--- src/rtl/cacheline_adapter.sv ---
// Cache dfp line responder: turns each 256-bit line read/write into a bmem burst of BEATS beats.
// Optional CACHELINE_ADAPTER_PERF_EN adds rd_lines/wr_lines/stall_cycles counters.
module cacheline_adapter #(
    parameter int BEATS  = 4,
    parameter int BEAT_W = 64
) (
    input  logic                    clk,
    input  logic                    rst,
    input  logic [31:0]             dfp_addr,
    input  logic                    dfp_read,
    input  logic                    dfp_write,
    input  logic [BEATS*BEAT_W-1:0] dfp_wdata,
    output logic [BEATS*BEAT_W-1:0] dfp_rdata,
    output logic                    dfp_resp,
    output logic [31:0]             bmem_addr,
    output logic                    bmem_read,
    output logic                    bmem_write,
    output logic [BEAT_W-1:0]       bmem_wdata,
    input  logic                    bmem_ready,
    input  logic [31:0]             bmem_raddr,
    input  logic [BEAT_W-1:0]       bmem_rdata,
    input  logic                    bmem_rvalid
);

    localparam int LINE_W = BEATS * BEAT_W;
    localparam int CNT_W  = (BEATS > 1) ? $clog2(BEATS) : 1;
    localparam logic [CNT_W-1:0] LAST_BEAT = CNT_W'(BEATS - 1);
    localparam logic [31:0] LINE_MASK = 32'hFFFF_FFE0;

    typedef enum logic [2:0] {
        IDLE     = 3'd0,
        RD_REQ   = 3'd1,
        RD_WAIT  = 3'd2,
        WR_BURST = 3'd3,
        RESP     = 3'd4
    } state_t;

    state_t              state_r, state_s;
    logic [CNT_W-1:0]    cnt_r, cnt_s;
    logic [31:0]         addr_r, addr_s;
    logic [LINE_W-1:0]   wline_r, wline_s;
    logic [LINE_W-1:0]   rline_r, rline_s;
    logic [LINE_W-1:0]   rdata_s;
    logic                resp_s;
    logic                bmem_read_s;
    logic                bmem_write_s;
    logic [31:0]         bmem_addr_s;
    logic [BEAT_W-1:0]   bmem_wdata_s;

    // Next-state, datapath and next-output decode; outputs are registered from the next state
    always_comb begin
        state_s = state_r;
        cnt_s   = cnt_r;
        addr_s  = addr_r;
        wline_s = wline_r;
        rline_s = rline_r;
        rdata_s = dfp_rdata;
        case (state_r)
            IDLE: begin
                if (dfp_write) begin
                    addr_s  = dfp_addr & LINE_MASK;
                    wline_s = dfp_wdata;
                    cnt_s   = '0;
                    state_s = WR_BURST;
                end else if (dfp_read) begin
                    addr_s  = dfp_addr & LINE_MASK;
                    state_s = RD_REQ;
                end else begin
                    state_s = IDLE;
                end
            end
            RD_REQ: begin
                if (bmem_ready) begin
                    cnt_s   = '0;
                    state_s = RD_WAIT;
                end else begin
                    state_s = RD_REQ;
                end
            end
            RD_WAIT: begin
                // Beats tagged with another base address belong to someone else
                if (bmem_rvalid && (bmem_raddr == addr_r)) begin
                    rline_s[int'(cnt_r)*BEAT_W +: BEAT_W] = bmem_rdata;
                    if (cnt_r == LAST_BEAT) begin
                        rdata_s = rline_s;
                        state_s = RESP;
                    end else begin
                        cnt_s = cnt_r + {{(CNT_W-1){1'b0}}, 1'b1};
                    end
                end else begin
                    state_s = RD_WAIT;
                end
            end
            WR_BURST: begin
                if (bmem_ready) begin
                    if (cnt_r == LAST_BEAT) begin
                        state_s = RESP;
                    end else begin
                        cnt_s = cnt_r + {{(CNT_W-1){1'b0}}, 1'b1};
                    end
                end else begin
                    state_s = WR_BURST;
                end
            end
            RESP: begin
                state_s = IDLE;
            end
            default: begin
                state_s = IDLE;
            end
        endcase

        resp_s       = (state_s == RESP);
        bmem_read_s  = (state_s == RD_REQ);
        bmem_write_s = (state_s == WR_BURST);
        bmem_addr_s  = addr_s;
        if (state_s == WR_BURST) begin
            bmem_wdata_s = wline_s[int'(cnt_s)*BEAT_W +: BEAT_W];
        end else begin
            bmem_wdata_s = '0;
        end
    end

    // State, latched request and registered outputs
    always_ff @(posedge clk) begin
        if (rst) begin
            state_r    <= IDLE;
            cnt_r      <= '0;
            addr_r     <= 32'h0000_0000;
            wline_r    <= '0;
            rline_r    <= '0;
            dfp_rdata  <= '0;
            dfp_resp   <= 1'b0;
            bmem_read  <= 1'b0;
            bmem_write <= 1'b0;
            bmem_addr  <= 32'h0000_0000;
            bmem_wdata <= '0;
        end else begin
            state_r    <= state_s;
            cnt_r      <= cnt_s;
            addr_r     <= addr_s;
            wline_r    <= wline_s;
            rline_r    <= rline_s;
            dfp_rdata  <= rdata_s;
            dfp_resp   <= resp_s;
            bmem_read  <= bmem_read_s;
            bmem_write <= bmem_write_s;
            bmem_addr  <= bmem_addr_s;
            bmem_wdata <= bmem_wdata_s;
        end
    end

`ifdef CACHELINE_ADAPTER_PERF_EN
    logic [63:0] rd_lines;
    logic [63:0] wr_lines;
    logic [63:0] stall_cycles;
    logic        op_write_r;

    // Performance counters; op_write_r freezes once the request leaves IDLE
    always_ff @(posedge clk) begin
        if (rst) begin
            rd_lines     <= 64'd0;
            wr_lines     <= 64'd0;
            stall_cycles <= 64'd0;
            op_write_r   <= 1'b0;
        end else begin
            if (state_r == IDLE) begin
                op_write_r <= dfp_write;
            end else begin
                op_write_r <= op_write_r;
            end
            if (state_r == RESP) begin
                if (op_write_r) begin
                    wr_lines <= wr_lines + 64'd1;
                end else begin
                    rd_lines <= rd_lines + 64'd1;
                end
            end else begin
                rd_lines <= rd_lines;
                wr_lines <= wr_lines;
            end
            if (((state_r == RD_REQ) || (state_r == WR_BURST)) && !bmem_ready) begin
                stall_cycles <= stall_cycles + 64'd1;
            end else begin
                stall_cycles <= stall_cycles;
            end
        end
    end
`endif

endmodule

--- config.mk ---
export PLATFORM = sky130hd
export DESIGN_NAME = cacheline_adapter
export DESIGN_NICKNAME = d
export VERILOG_FILES = /design/src/rtl/cacheline_adapter.sv
export SDC_FILE = /design/constraint.sdc
export NUM_CORES = 2
export LEC_CHECK = 0
export CAP_MARGIN = 20
export CORE_AREA = 3 3 292 294
export DETAILED_ROUTE_END_ITERATION = 16
export DIE_AREA = 0 0 295 297
export HOLD_SLACK_MARGIN = 0.05
export PLACE_DENSITY_LB_ADDON = 0.12
export SETUP_SLACK_MARGIN = 0.02
export SYNTH_ARGS = -nofsm -noshare
export SYNTH_HDL_FRONTEND = slang
export SYNTH_SLANG_ARGS = --single-unit
--- constraint.sdc ---
create_clock -name clk -period 3.2 [get_ports clk]
set_clock_uncertainty 0.2 [all_clocks]
set_input_delay 0.64 -clock clk [delete_from_list [all_inputs] [get_ports clk]]
set_output_delay 0.64 -clock clk [all_outputs]
set_load 0.03 [all_outputs]
Yosys cells after proc, flatten, opt, wreduce, memory -nomap -nowiden
Index checks and enable logic that the tools add are counted.
- register bits after elaboration: 872
- bits of input ports: 390
- output and inout bits: 355
- word-level logic and storage cells: 49
- equality and inequality tests: 8
- shift operators: 3
- add/subtract/negate cells: 2
- bitwise gates (word level): 1
- muxes and demuxes: 18
- reductions and logical operators: 7
- operator list (cell ; count):
    256-bit two-way mux ; 2
    256-bit bitwise mux ; 1
    64-bit by 33-bit variable shift with 256-bit output (first input constant) ; 1
    256-bit by 9-bit variable part select with 64-bit output ; 1
    64-bit by 33-bit variable part select with 256-bit output ; 1
    32-bit two-way mux ; 2
    8-bit negator with 33-bit output ; 1
    32-bit equality test ; 1
    2-bit two-way mux ; 7
    3-bit case mux with 4 select lines ; 1
    3-bit by 2-bit equality test with 1-bit output (second input constant) ; 3
    3-bit two-way mux ; 3
    2-bit case mux with 4 select lines ; 1
    3-bit by 1-bit equality test with 1-bit output (second input constant) ; 2
    2-bit AND reduction ; 2
    3-bit equality test (second input constant) ; 1
    3-bit zero test ; 1
    3-bit AND reduction ; 1
    2-bit by 1-bit adder with 2-bit output (second input constant) ; 1
    2-bit equality test (second input constant) ; 1
    2-bit nonzero test ; 1
    2-bit OR reduction ; 1
    1-bit logical AND ; 1
    1-bit two-way mux ; 1
    1-bit inverter ; 1

Depth between registers and ports, before layout
- depth in word-level cells: 7
- gate-level depth with buffers: 12
- depth with buffers taken out: 8

Worst setup path after synthesis
Ideal clock, no wire load.
- path kind: input port to flip-flop
- start point: input port bmem_raddr[1]
- end point: register bmem_wdata[58]
- setup time: 0.132 ns
- buffers on the path: 3
- path slack: 0.314 ns
- stages: 11
- data arrival time: 2.554 ns
- required time: 2.868 ns
- cell sequence: nor4b_2 nand3_1 nor4_2 and4_1 buf_4 o21ai_1 buf_2 clkbuf_1 a31oi_1 a21boi_0 o32ai_1
- word-level cells in the longest chain between the ends: 7
- elaborated cells between the ends (all ways): 10
- those cells by class: eq/ne (2); shift (1); mux (4); bitwise (1); reduce/logical (2)
- ends and longest elaborated chain (item ; line ; source):
    start: declaration ; 20 ; input logic [31:0] bmem_raddr,
    32-bit equality test (*) ; 82 ; if (bmem_rvalid && (bmem_raddr == addr_r)) begin
    1-bit logical AND (*) ; 82 ;
    branches (longest 5 deep; another with 256-bit by 9-bit variable part select with 64-bit output) ; - ;
    end signal: assignment ; 149 ; bmem_wdata <= bmem_wdata_s;
    end: declaration ; 18 ; output logic [BEAT_W-1:0] bmem_wdata,
Mark *: on every way between the ends.
A chain may end at the register's enable or synchronous reset.

Worst setup path after layout
- start point: input port bmem_raddr[15]
- end point: register bmem_wdata[7]
Same word-level chain as after synthesis.

==> impl_metrics.env <==
export IMPL_route_detailed_drc=0
export IMPL_slew_violations=0
export IMPL_path_delay_family="buffers and inverters"
export IMPL_yosysSeqAreaShare_pct=49.2
export IMPL_routabilityCongestion=0.878
export IMPL_placed_area_sq_um=44300
export IMPL_ys_ff_latch=867
export IMPL_async_flop_share_pct=0
export IMPL_cts_buffers=92
export IMPL_fin_area_sq_um=47400
export IMPL_cts_clk_slew_worst_paths_ns=0.06
export IMPL_cpMostUsedCell="buf_4"
export IMPL_ys_flop_type="dfxtp_1"
export IMPL_routed_via_density=5.22
export IMPL_slowest_delay_ns=0.43
export IMPL_ff2ff_path_depth=11
export IMPL_internal_power_w=0.0186
export IMPL_holdWs_ns=0.140
export IMPL_status="finished clean"
export IMPL_clock_latency_ns=0.63
export IMPL_initial_core_util_pct=42.4
export IMPL_drtAntennaViolNets=0
export IMPL_cts_setup_buffers=0
export IMPL_synth_cell_type_count=47
export IMPL_die_area_sq_um=87600
export IMPL_hold_end="addr_r[30]"
export IMPL_critical_path_class="in2reg"
export IMPL_areaGrowthSynthToFinish_pct=34.1
export IMPL_portBuffers=734
export IMPL_synth_edf_count=0
export IMPL_fin_crit_sh_pct=96.4
export IMPL_rows=106
export IMPL_clock_path_buffers=3
export IMPL_grt_max_degree=192
export IMPL_place_hpwl_mm=82.9
export IMPL_wl_per_cell_microns=18.8
export IMPL_rsz0062_at_grt="true"
export IMPL_fillers=7841
export IMPL_avgSynthCellArea_sq_um=7.18
export IMPL_holdPathStages=2
export IMPL_antenna_found_initial=13
export IMPL_r2r_start="addr_r[15]"
export IMPL_swShare_pct=25.0
export IMPL_cts_htree_levels=3
export IMPL_cp_arrival_ns=3.40
export IMPL_p_leak_nw=16.2
export IMPL_dp_cells=6478
export IMPL_final_util_pct=56.9
export IMPL_overflow=0
export IMPL_worst_pin_slew_ns=0.962
export IMPL_power_density_nw_per_um2=525
export IMPL_worst_path_max_delay_cell="clkdlybuf4s50_1"
export IMPL_min_path_type="in2reg"
export IMPL_coreArea_sq_um=83200
export IMPL_cp_start_kind="primary input"
export IMPL_path_buf_inv=4
export IMPL_io_pins=745
export IMPL_grt_pass1_wl_mm=191
export IMPL_stdcell_count=6651
export IMPL_cts_root_buf="clkbuf_16"
export IMPL_yosysWarnings=0
export IMPL_r2r_end="bmem_wdata[7]"
export IMPL_multi_input_area_sq_um=15500
export IMPL_vdd_drop_max_uv=393
export IMPL_critPathRequiredTime_ns=3.52
export IMPL_setup_violations_final=0
export IMPL_comb_power_share_pct=10.9
export IMPL_drt_wl_total_mm=125
export IMPL_ff_latch_area_sq_um=17400
export IMPL_r2r_setup_slack_ns=0.21
export IMPL_drive_gt1_share_pct=5.43
export IMPL_cts_sinks=867
export IMPL_cts_tree="built"
export IMPL_clkPwrFrac_pct=43.5
export IMPL_drtIter0Drc=2658
export IMPL_syn_inst=4918
export IMPL_die_y_microns=297
export IMPL_dr_total_vias=34700
export IMPL_hold_viol_final=0
export IMPL_track_usage_pct=27.3
export IMPL_worstHoldStart="rst"
export IMPL_grt_pass1_vias=32500
export IMPL_fin_nets=5889
export IMPL_worstPathCellList="clkdlybuf4s50_1 -> xnor2_1 -> nand4_1 -> nor4_2 -> buf_4 -> a41oi_1 -> buf_4 -> nor2_4 -> buf_12 -> a31oi_1 -> a21boi_0 -> o32ai_1"
export IMPL_cap_violations=0
export IMPL_seqPwrFrac_pct=45.6
export IMPL_fp_dieW_microns=295
export IMPL_switchingPower_w=0.00622
export IMPL_syn_area_sq_um=35300
export IMPL_finalCriticalPeriod_ns=3.08
export IMPL_critical_path_max_fanout=42
export IMPL_end_kind="register"
export IMPL_max_freq_ghz=0.324
export IMPL_slew_headroom_pct=35.9
export IMPL_firstDrtPassIters=7
==> metal layers <==
| layer | GRT usage [%] | vias up | routed length, microns |
|---|---|---|---|
| met5 | 0 | - | 81 |
| met4 | 9.35 | 12 | 3690 |
| met3 | 4.96 | 196 | 9040 |
| met2 | 44.8 | 1177 | 59000 |
| met1 | 36.1 | 16200 | 53300 |
| li1 | - | 17100 | - |
==> worst register-to-register path, delay by kind of cell (launching register included) <==
| kind | cells | cell delay, ns |
|---|---|---|
| xor+xnor | 1 | 0.32 |
| flops | 1 | 0.34 |
| simple gates | 3 | 0.62 |
| compound gates | 4 | 0.75 |
| buf+inv | 3 | 0.66 |
==> per-stage QoR <==
step | power [W] | setup WS, ns | setup TNS [ns]
3_3_place_gp | 0.0143 | -0.590 | -172.66
4_1_cts | 0.0251 | 0.107 | 0
2_1_floorplan | 0.0129 | 0.314 | 0
3_5_place_dp | 0.0143 | -0.607 | -181.73
6_report | 0.0249 | 0.116 | 0
5_1_grt | 0.0257 | 0.0165 | 0
==> synthesized netlist by cell type (all sizes together), types with 4 or more instances <==
master	number	area share [%]
nand2	1853	20
dfxtp	867	49
a21oi	797	11
clkbuf	323	3.4
o21ai	268	3.8
inv	267	2.8
nor2	132	1.4
buf	70	0.97
a31oi	64	1.1
o31ai	63	1.3
a21boi	59	1.3
o32ai	57	1.4
xnor2	17	0.42
nand2b	9	0.16
nand3	8	0.11
nor3	8	0.13
o22ai	8	0.14
ha	7	0.25
nand4	7	0.12
o2bb2ai	7	0.17
nor4	4	0.089
xor2	4	0.099
==> worst max-delay path by stage <==
stage / from / end / slack, ns / cells after the start
2_1_floorplan: bmem_raddr[1] / bmem_wdata[58] / 0.31 / 11
3_3_place_gp: bmem_raddr[15] / bmem_wdata[57] / -0.59 / 13
3_5_place_dp: bmem_raddr[15] / bmem_wdata[53] / -0.61 / 13
4_1_cts: bmem_raddr[1] / bmem_wdata[0] / 0.11 / 13
5_1_grt: bmem_raddr[1] / bmem_wdata[7] / 0.02 / 12
6_report: bmem_raddr[15] / bmem_wdata[7] / 0.12 / 12
==> registers in the layout, indices dropped and copies added, names as in the netlist <==
name and cells:
addr_r 27, bmem_read 1, bmem_wdata 64, bmem_write 1, cnt_r 2, dfp_rdata 256
dfp_resp 1, rline_r 256, state_r 3, wline_r 256
==> power groups by stage <==
stage	Combinational (W)	Clock [W]	Sequential, W
6_report	0.00271	0.0108	0.0114
5_1_grt	0.00293	0.0114	0.0114
4_1_cts	0.00271	0.0110	0.0113
3_5_place_dp	0.00269	0	0.0116
3_3_place_gp	0.00268	0	0.0116
2_1_floorplan	0.00122	0	0.0117
==> layout make-up <==
type | count | area share (%)
Antenna cell | 8 | 0.0423
Multi-Input combinational cell | 3395 | 32.7
Clock inverter | 29 | 0.764
Sequential cell | 867 | 36.7
Clock buffer | 136 | 5.66
Tap cell | 1080 | 2.85
Inverter | 267 | 2.12
Timing Repair Buffer | 869 | 19.2
==> cell families after synthesis <==
family / after synthesis / synth area share, %
other cells: 1 / 0.0106
simple gates: 2029 / 21.9
xor+xnor: 21 / 0.521
buf+inv: 660 / 7.24
flops: 867 / 49.2
compound gates: 1332 / 20.8
fa+ha+maj: 7 / 0.248
mux: 1 / 0.0284
==> cells in the final DEF (no fill, tap or decap), drive strengths merged, types with 57 or more instances in the layout <==
cell and n:
inv 272, dfxtp 867, nor2 132, clkbuf 136, a21boi 59, a31oi 64
nand2 1853, o21ai 268, buf 136, o31ai 63, o32ai 57, clkdlybuf4s50 733
a21oi 797
==> timing repair <==
| action | CTS | global route |
|---|---|---|
| endpoints found under the setup margin | 1 | 9 |
| hold buffers | 0 | 0 |
| cloned | 0 | 0 |
| gates resized for setup | 1 | 3 |
(Power assumes the default switching activity.)
